--- src/rtl/fpu_pkg.sv ---
// Shared FPU types and constants for the rounding/packing stage.
// Build option: FRACTION_ROUNDER_MODES_EN enables the full set of rounding modes.
package fpu_pkg;

    typedef enum logic [2:0] {
        RNE = 3'b000,
        RTZ = 3'b001,
        RDN = 3'b010,
        RUP = 3'b011,
        RMM = 3'b100
    } rounding_mode_t;

    localparam int EXP_MAX    = 255;
    localparam int MANT_BITS  = 23;
    localparam int FRAC_WIDTH = 49;

    localparam logic [31:0] POS_INF    = 32'h7F80_0000;
    localparam logic [31:0] MAX_FINITE = 32'h7F7F_FFFF;

    // Stage-1 payload: everything S2 needs to finish rounding and packing.
    typedef struct packed {
        logic        sign;
        logic [9:0]  exp;
        logic [23:0] sig;
        logic        guard;
        logic        sticky;
        logic        inc;
        logic        special;
        logic [31:0] special_result;
    } s1_t;

    // Stage-2 payload: the packed result and its flags.
    typedef struct packed {
        logic [31:0] result;
        logic        inexact;
        logic        overflow;
        logic        underflow;
    } out_t;

    // Apply a sign to an unsigned packed-float magnitude.
    function automatic logic [31:0] with_sign(input logic s, input logic [31:0] mag);
        return {s, mag[30:0]};
    endfunction

endpackage

--- src/rtl/fraction_rounder_if.sv ---
// Valid/ready bus of the fraction rounder: normalized operand in, packed result out.
interface fraction_rounder_if;
    import fpu_pkg::*;

    logic                  in_valid;
    logic                  in_ready;
    logic                  sign;
    logic [9:0]            exponent;
    logic [FRAC_WIDTH-1:0] normalized_fraction;
    logic [2:0]            rounding_mode;
    logic                  special;
    logic [31:0]           special_result;
    logic                  out_valid;
    logic                  out_ready;
    logic [31:0]           result;
    logic                  inexact;
    logic                  overflow;
    logic                  underflow;

    modport master (
        output in_valid, sign, exponent, normalized_fraction, rounding_mode,
               special, special_result, out_ready,
        input  in_ready, out_valid, result, inexact, overflow, underflow
    );

    modport slave (
        input  in_valid, sign, exponent, normalized_fraction, rounding_mode,
               special, special_result, out_ready,
        output in_ready, out_valid, result, inexact, overflow, underflow
    );
endinterface

--- src/rtl/round_decision.sv ---
// Combinational round-up decision from sign, lsb, guard, sticky and mode.
module round_decision
    import fpu_pkg::*;
(
    input  logic           sign,
    input  logic           lsb,
    input  logic           guard,
    input  logic           sticky,
    input  rounding_mode_t mode,
    output logic           inc
);

    // Increment select; unknown mode codes fall back to round-nearest-even.
    always_comb begin
        inc = guard & (sticky | lsb);
        case (mode)
            RTZ:     inc = 1'b0;
            RDN:     inc = sign & (guard | sticky);
            RUP:     inc = ~sign & (guard | sticky);
            RMM:     inc = guard;
            default: inc = guard & (sticky | lsb);
        endcase
    end

endmodule

--- src/rtl/fraction_rounder.sv ---
// Two-stage rounding and packing of a normalized fraction into IEEE-754 single.
// Build option: FRACTION_ROUNDER_MODES_EN enables RTZ/RDN/RUP/RMM; otherwise RNE only.
module fraction_rounder
    import fpu_pkg::*;
(
    input logic              clk,
    input logic              reset,
    fraction_rounder_if.slave bus
);

    logic [FRAC_WIDTH-1:0] frac;
    logic [23:0]           in_sig;
    logic                  in_guard;
    logic                  in_sticky;
    logic                  in_inc;
    rounding_mode_t        in_mode;
    logic                  unused_bits;

    logic s1_valid_q, s1_valid_d;
    logic s2_valid_q, s2_valid_d;
    s1_t  s1_q, s1_d;
    out_t out_q, out_d;
    logic s1_adv, s2_adv;

    assign frac      = bus.normalized_fraction;
    assign in_sig    = frac[47:24];
    assign in_guard  = frac[23];
    assign in_sticky = |frac[22:0];

`ifdef FRACTION_ROUNDER_MODES_EN
    rounding_mode_t s1_mode_q, s1_mode_d;
    assign in_mode = rounding_mode_t'(bus.rounding_mode);
`else
    assign in_mode = RNE;
`endif

    round_decision u_round_decision (
        .sign   (bus.sign),
        .lsb    (in_sig[0]),
        .guard  (in_guard),
        .sticky (in_sticky),
        .mode   (in_mode),
        .inc    (in_inc)
    );

    // Handshake: S2 drains on out_ready, S1 moves whenever S2 makes room.
    assign s2_adv       = !s2_valid_q || bus.out_ready;
    assign s1_adv       = !s1_valid_q || s2_adv;
    assign bus.in_ready = s1_adv;

    // S1 next state: capture the split operand and the increment decision.
    always_comb begin
        s1_valid_d = s1_valid_q;
        s1_d       = s1_q;
        if (s1_adv) begin
            s1_valid_d = bus.in_valid;
            if (bus.in_valid) begin
                s1_d.sign           = bus.sign;
                s1_d.exp            = bus.exponent;
                s1_d.sig            = in_sig;
                s1_d.guard          = in_guard;
                s1_d.sticky         = in_sticky;
                s1_d.inc            = in_inc;
                s1_d.special        = bus.special;
                s1_d.special_result = bus.special_result;
            end
        end
    end

`ifdef FRACTION_ROUNDER_MODES_EN
    // S1 mode register, only needed to pick the overflow saturation value.
    always_comb begin
        s1_mode_d = s1_mode_q;
        if (s1_adv && bus.in_valid) s1_mode_d = in_mode;
    end

    // Mode flop with asynchronous reset.
    always_ff @(posedge clk or posedge reset) begin
        if (reset) s1_mode_q <= RNE;
        else       s1_mode_q <= s1_mode_d;
    end
`endif

    logic [24:0]           sum;
    logic                  carry;
    logic [MANT_BITS-1:0]  mant;
    logic signed [10:0]    exp_f;
    logic                  ovf, unf;
    logic [31:0]           ovf_res;

    // S2 datapath: increment, renormalize on carry-out, classify the exponent.
    always_comb begin
        sum   = {1'b0, s1_q.sig} + {24'd0, s1_q.inc};
        carry = sum[24];
        mant  = carry ? '0 : sum[MANT_BITS-1:0];
        exp_f = $signed({s1_q.exp[9], s1_q.exp}) + $signed({10'd0, carry});
        ovf   = exp_f >= 11'(EXP_MAX);
        unf   = !s1_q.sig[23] || (exp_f <= 11'sd0);
    end

    // Overflow saturation: infinity or max finite depending on mode and sign.
    always_comb begin
        ovf_res = with_sign(s1_q.sign, POS_INF);
`ifdef FRACTION_ROUNDER_MODES_EN
        case (s1_mode_q)
            RTZ: ovf_res = with_sign(s1_q.sign, MAX_FINITE);
            RDN: ovf_res = s1_q.sign ? with_sign(1'b1, POS_INF)    : MAX_FINITE;
            RUP: ovf_res = s1_q.sign ? with_sign(1'b1, MAX_FINITE) : POS_INF;
            default: ovf_res = with_sign(s1_q.sign, POS_INF);
        endcase
`endif
    end

    // S2 next state: select special bypass, flush, saturation or rounded value.
    always_comb begin
        s2_valid_d = s2_valid_q;
        out_d      = out_q;
        if (s2_adv) begin
            s2_valid_d = s1_valid_q;
            if (s1_valid_q) begin
                out_d = '0;
                if (s1_q.special) begin
                    out_d.result = s1_q.special_result;
                end else if (unf) begin
                    out_d.result    = {s1_q.sign, 31'd0};
                    out_d.underflow = 1'b1;
                    out_d.inexact   = 1'b1;
                end else if (ovf) begin
                    out_d.result   = ovf_res;
                    out_d.overflow = 1'b1;
                    out_d.inexact  = 1'b1;
                end else begin
                    out_d.result  = {s1_q.sign, exp_f[7:0], mant};
                    out_d.inexact = s1_q.guard | s1_q.sticky;
                end
            end
        end
    end

    // Pipeline registers; reset discards anything in flight.
    always_ff @(posedge clk or posedge reset) begin
        if (reset) begin
            s1_valid_q <= 1'b0;
            s2_valid_q <= 1'b0;
            s1_q       <= '0;
            out_q      <= '0;
        end else begin
            s1_valid_q <= s1_valid_d;
            s2_valid_q <= s2_valid_d;
            s1_q       <= s1_d;
            out_q      <= out_d;
        end
    end

    assign bus.out_valid = s2_valid_q;
    assign bus.result    = out_q.result;
    assign bus.inexact   = out_q.inexact;
    assign bus.overflow  = out_q.overflow;
    assign bus.underflow = out_q.underflow;

    // Integer bit 48 is zero after normalization; sum[23] is the hidden bit.
`ifdef FRACTION_ROUNDER_MODES_EN
    assign unused_bits = ^{frac[48], sum[23]};
`else
    assign unused_bits = ^{frac[48], sum[23], bus.rounding_mode};
`endif

endmodule

--- src/flat_wrapper.sv ---
// flat-port wrapper written by rule: the top's interface ports become plain ports
module fraction_rounder_flat import fpu_pkg::*;
  (clk, reset, bus_in_valid, bus_sign, bus_exponent, bus_normalized_fraction, bus_rounding_mode, bus_special, bus_special_result, bus_out_ready, bus_in_ready, bus_out_valid, bus_result, bus_inexact, bus_overflow, bus_underflow);
  fraction_rounder_if bus_i ();
  input logic clk;
  input logic reset;
  input wire logic [$bits(bus_i.in_valid)-1:0] bus_in_valid;
  input wire logic [$bits(bus_i.sign)-1:0] bus_sign;
  input wire logic [$bits(bus_i.exponent)-1:0] bus_exponent;
  input wire logic [$bits(bus_i.normalized_fraction)-1:0] bus_normalized_fraction;
  input wire logic [$bits(bus_i.rounding_mode)-1:0] bus_rounding_mode;
  input wire logic [$bits(bus_i.special)-1:0] bus_special;
  input wire logic [$bits(bus_i.special_result)-1:0] bus_special_result;
  input wire logic [$bits(bus_i.out_ready)-1:0] bus_out_ready;
  output wire logic [$bits(bus_i.in_ready)-1:0] bus_in_ready;
  output wire logic [$bits(bus_i.out_valid)-1:0] bus_out_valid;
  output wire logic [$bits(bus_i.result)-1:0] bus_result;
  output wire logic [$bits(bus_i.inexact)-1:0] bus_inexact;
  output wire logic [$bits(bus_i.overflow)-1:0] bus_overflow;
  output wire logic [$bits(bus_i.underflow)-1:0] bus_underflow;
  assign bus_i.in_valid = bus_in_valid;
  assign bus_i.sign = bus_sign;
  assign bus_i.exponent = bus_exponent;
  assign bus_i.normalized_fraction = bus_normalized_fraction;
  assign bus_i.rounding_mode = bus_rounding_mode;
  assign bus_i.special = bus_special;
  assign bus_i.special_result = bus_special_result;
  assign bus_i.out_ready = bus_out_ready;
  assign bus_in_ready = bus_i.in_ready;
  assign bus_out_valid = bus_i.out_valid;
  assign bus_result = bus_i.result;
  assign bus_inexact = bus_i.inexact;
  assign bus_overflow = bus_i.overflow;
  assign bus_underflow = bus_i.underflow;
  fraction_rounder u_core (.clk(clk), .reset(reset), .bus(bus_i));
endmodule
--- config.mk ---
export PLATFORM = sky130hd
export DESIGN_NAME = fraction_rounder_flat
export DESIGN_NICKNAME = d
export VERILOG_FILES = /design/src/rtl/fpu_pkg.sv /design/src/rtl/fraction_rounder_if.sv /design/src/rtl/round_decision.sv /design/src/rtl/fraction_rounder.sv /design/src/flat_wrapper.sv
export SDC_FILE = /design/constraint.sdc
export NUM_CORES = 1
export LEC_CHECK = 0
export CAP_MARGIN = 10
export CORE_ASPECT_RATIO = 0.8
export CORE_MARGIN = 2
export CORE_UTILIZATION = 44
export DETAILED_ROUTE_END_ITERATION = 7
export MAX_ROUTING_LAYER = met4
export PLACE_DENSITY_LB_ADDON = 0.3
export RECOVER_POWER = 25
export SYNTH_ARGS = -nofsm -noshare
export SYNTH_HDL_FRONTEND = slang
export SYNTH_SLANG_ARGS = --single-unit
export TNS_END_PERCENT = 30
--- constraint.sdc ---
create_clock -name clk -period 3.6 [get_ports clk]
set_input_delay 0.72 -clock clk [delete_from_list [all_inputs] [get_ports clk]]
set_output_delay 0.72 -clock clk [all_outputs]
set_load 0.02 [all_outputs]
# Word-level counts from Yosys, hierarchy flattened
# Index checks and enable logic that the tools add are counted.
[word_totals]
in_bits = 100
register_bits = 108
out_inout_bits = 37
[op_classes]
n_reduce_logical = 9
n_mux = 8
addsub = 2
order_cmp = 2
n_bitwise = 3
[ops]
columns = ["operator", "n"]
rows = [
  ["$mux 32", 3],
  ["$add 24x1->25", 1],
  ["$mux 23", 1],
  ["$reduce_or 23->1", 1],
  ["$add 10x2->11", 1],
  ["$ge 11x9->1 const B", 1],
  ["$le 11x1->1 const B", 1],
  ["$reduce_and 2->1", 2],
  ["$logic_not 1->1", 3],
  ["$logic_or 1x1->1", 3],
  ["$mux 1", 3],
  ["$mux 3", 1],
  ["$or 1x1->1", 2],
  ["$and 1x1->1", 1],
]

# Depth between registers and ports, before layout
[logic_depth]
depth_word = 6
depth_mapped = 16
ltp_nobuf = 13

# Modules after synthesis
# Synthesis repeated with hierarchy kept, for this count alone.
[hier_totals]
cells_unflattened = 471
hier_area_um2 = 5439.0
[modules_own_cells]
columns = ["mod", "area_each_um2", "n_inst", "seq_area_each_um2", "cells_per_inst"]
rows = [
  ["fraction_rounder", 5383.9, 1, 2702.6, 464],
  ["round_decision", 55.1, 1, 0.0, 7],
]

# Least setup slack after synthesis
# Ideal clock, no wire load.
[synth_timing]
path_kind = "flip-flop to flip-flop"
start = "reg u_core.s1_q[33] (netlist bit)"
end = "reg u_core.out_q (netlist bit u_core.bus.result[13])"
path_buffers = 3
path_stages_with_launch = 16
setup_time_ps = 92
t_arrival_ps = 3552
path_slack_ps = -44
cell_sequence = "dfrtp_1 -> ha_1 -> ha_1 -> and3_1 -> clkbuf_1 -> nand3_1 -> nor4_1 -> buf_2 -> ha_1 -> ha_1 -> nand3_2 -> o41ai_4 -> and2_4 -> nand3b_4 -> buf_6 -> o31ai_2"
[synth_via]
elab_chain_cells = 6
word_cells_on_any_way = 9
cone_classes = "add/sub (2); order compare (2); mux (4); reduce/logical (1)"
[synth_rtl]
columns = ["element", "line", "rtl"]
rows = [
  ["from (decl)", "fraction_rounder.sv:21", "s1_t s1_q, s1_d;"],
  ["from (signal assigned)", "fraction_rounder.sv:145", "s1_q <= '0;"],
  ["from (signal assigned)", "fraction_rounder.sv:150", "s1_q <= s1_d;"],
  ["$add 24x1->25 (*)", "fraction_rounder.sv:93", "sum = {1'b0, s1_q.sig} + {24'd0, s1_q.inc};"],
  ["$add 10x2->11", "fraction_rounder.sv:96", "exp_f = $signed({s1_q.exp[9], s1_q.exp}) + $signed({10'd0, carry});"],
  ["$ge 11x9->1 or $le 11x1->1 (tied branches)", "fraction_rounder.sv:97, fraction_rounder.sv:98", ""],
  ["$mux 32 or $logic_or 1x1->1 (tied branches)", "fraction_rounder.sv:128, fraction_rounder.sv:98", ""],
  ["$mux 32 (*)", "fraction_rounder.sv:124", "end else if (unf) begin"],
  ["$mux 32 (*)", "fraction_rounder.sv:122", "if (s1_q.special) begin"],
  ["to (signal assigned)", "fraction_rounder.sv:151", "out_q <= out_d;"],
  ["to (decl)", "fraction_rounder.sv:22", "out_t out_q, out_d;"],
]
# Every way passes the cells marked *; elsewhere a longest branch is shown, timed or not.
# A chain may end at the register's enable or synchronous reset.

# Final worst setup path
[layout_timing]
start = "reg u_core.s1_q[33] (netlist bit)"
end = "reg u_core.out_q (netlist bit u_core.bus.result[4])"
# The elaborated chain is that of the path after synthesis.

==> run metrics <==
CP max FO=5; Routed WL per cell=approximately 18 um; Core Region=~11000 um2; setup_tns=0 ns; most frequent cell after synthesis=dfrtp_1; period utilization=a little over nine tenths; drt pass-1 iters=4; clock buffer depth=2; failing checks=capacitance limit, slew limit; Synthesis Warnings=0; # IOs=137; Tmin final=approximately 3.4 ns; Num CTS Buffers=9; library cells used by synthesis=44; via count=3953; post-synthesis cell area=roughly 5100 um2; endpoints failing hold=0; Min Hold Slack=~0.5 ns; Die W=between 100 and 150 um; Layout area overhead=37.1%; Final setup viols=0; CP arrival=roughly 3.6 ns; DRT iter0 DRCs=roughly 280; H-tree Lvls=3; clock latency on the worst-skew pair=0.35 ns; worst min-delay path category=flop to flop; Post-Syn Nets=around 550; status=complete, but fails checks; IO buf count=approximately 130; asr flop ratio synth=100%; Sink Count=108; first-pass GRT wire length=20700 um; Power Dens Cells=between 500 and 600 nW/um2; post-synth top area share=52.7%; Leakage=about 2.9 nW; #FFs+latches synth=approximately 110; Post-DP Area=6600 um2; post-synth top area cell=dfrtp_1; Seq/Total Area, Yosys=a little over half; RePlAce Congestion=0.866; CTS tree=built; Tot GR Track Use=approximately 22%; layout cells sized above 1=roughly 20%; Non-Filler Instances=723; Syn Inst Count=between 400 and 500; critical path startpoint category=flop; ranking of synthesized cells by area=dfrtp_1, mux2_2, xor2_1, and3_1, nand3_1; Rel. slew slack=-39.4%; VDD IR-drop max=263 uV; Setup CP Type=flop to flop; Root Buffer=clkbuf_16; ANT cells=0; Max Cap Violations=1; DIE AREA=between 10000 and 15000 um2; Post-CTS Hold Buffers=0; DIE HEIGHT=101 um; Tightest Pin Transition=approximately 2.1 ns; Final Core Density=61.5%; fin area=between 7000 and 8000 um2; # rows=35; Worst-path clk slew=about 0.070 ns; DRT antenna net count=0; dpl hpwl=around 9200 um; Layout Skew=0.00924 ns; DRC viols=0; Critical Path RT=3.82 ns; pin count of the biggest net entering global routing=74; nets=674; crit end category=flop; mean post-synth cell area=11.6 um2; number of synthesized flops with an enable pin=0; drt via density=between 5 and 6; initial antenna violation count=0; Initial Util=between 40 and 50%; grt ovf=0; Synth Flop Type=dfrtp_1; top cells by count, synth=dfrtp_1, mux2_2, nand2_1, nand3_1, a21oi_1; Routed Wire Length=13000 um; cell count after placement=approximately 700; Slew Limit Fails=between 50 and 60; vias in the first global route=slightly below 4000; FMAX=~300 MHz
## what timing repair did
action	CTS	global route
resized for setup	4	8
cloned	0	2
hold endpoints to repair	0	0
setup endpoints to repair	16	32
pin swaps	0	4
setup buffers	0	2
## layout by cell type, fill, tap and decap left out, drive strengths merged, types with 8 or more instances in the layout
cell / Yosys / layout
o21ai: 15 / 15
xor2: 16 / 16
nand2: 25 / 25
nand3: 26 / 26
buf: 7 / 9
a21oi: 23 / 23
o31ai: 11 / 11
clkbuf: 18 / 11
o22ai: 9 / 9
xnor2: 12 / 12
nor2: 20 / 20
dfrtp: 108 / 108
clkdlybuf4s50: 0 / 130
mux2: 70 / 70
and3: 20 / 20
nor4: 8 / 8
## sequential cells by signal (all words and copies together), names as in the netlist
name,cells
u_core.bus.inexact,1
u_core.bus.out_valid,1
u_core.bus.overflow,1
u_core.bus.result,32
u_core.bus.underflow,1
u_core.ovf_res,1
u_core.s1_q,70
u_core.s1_valid_q,1
## power by group
group / total [mW] / internal (mW) / switching (mW)
clock network: 1.07 / 0.631 / 0.441
logic: 0.930 / 0.486 / 0.444
registers: 1.59 / 1.42 / 0.167
## per-layer routing
layer  GRT usage [%]  routed length [um]  part of all wire [%]
met5               -                   0                     0
met4            5.62                 180                   1.4
met3            5.04                 906                   7.0
met2            31.1                5890                    45
met1            31.1                6000                    46
## worst max-delay path, cell delays in order (launching register included)
cell and delay [ns]:
dfrtp_1 0.37, ha_1 0.19, ha_1 0.18, and3_1 0.19, nand3_1 0.18, nor4_4 0.24, ha_1 0.24, buf_4 0.14
nand4_4 0.12, a2bb2oi_1 0.19, nor4_2 0.52, nand3_2 0.31, nand3b_2 0.27, o21ai_1 0.13
## area by class of cell
cell class,instances,area [um2]
tap,148,185
inverter,5,18.8
multi-input combinational,305,2400
clock buffer,11,243
timing repair buffer,141,1400
fill,923,4400
clock inverter,5,83.8
sequential,108,2700
## logic make-up after synthesis
logic type / share of synthesized area (%)
DFF: 52.7
buffers and inverters: 2.68
muxes: 15.6
AOI/OAI and AO/OA: 9.79
adders and majority gates: 0.976
xor gates and xnor gates: 4.78
and+or+nand+nor: 13.5
## per-stage QoR
stage	worst slack, ns	power, mW
floorplan	0.00101	2.08
global placement	0.0876	2.49
detailed placement	-0.0310	2.52
CTS	0.0261	3.60
global route	-0.0728	3.77
finish	0.215	3.59
## worst paths after layout
check / slack (ns) / cells after the start / from / to
worst min-delay path: 0.50 / 2 / u_core.bus.result[29] / u_core.bus.result[29]
min in group asynchronous: 1.54 / 2 / reset / u_core.s1_q[68]
worst max-delay path: 0.21 / 13 / u_core.s1_q[33] / u_core.bus.result[4]
worst max register to register: 0.21 / 13 / u_core.s1_q[33] / u_core.bus.result[4]
worst min register to register: 0.50 / 2 / u_core.bus.result[29] / u_core.bus.result[29]
max in group asynchronous: 0.86 / 2 / reset / u_core.s1_q[32]
Note: power is estimated with default switching activity, not from simulation.
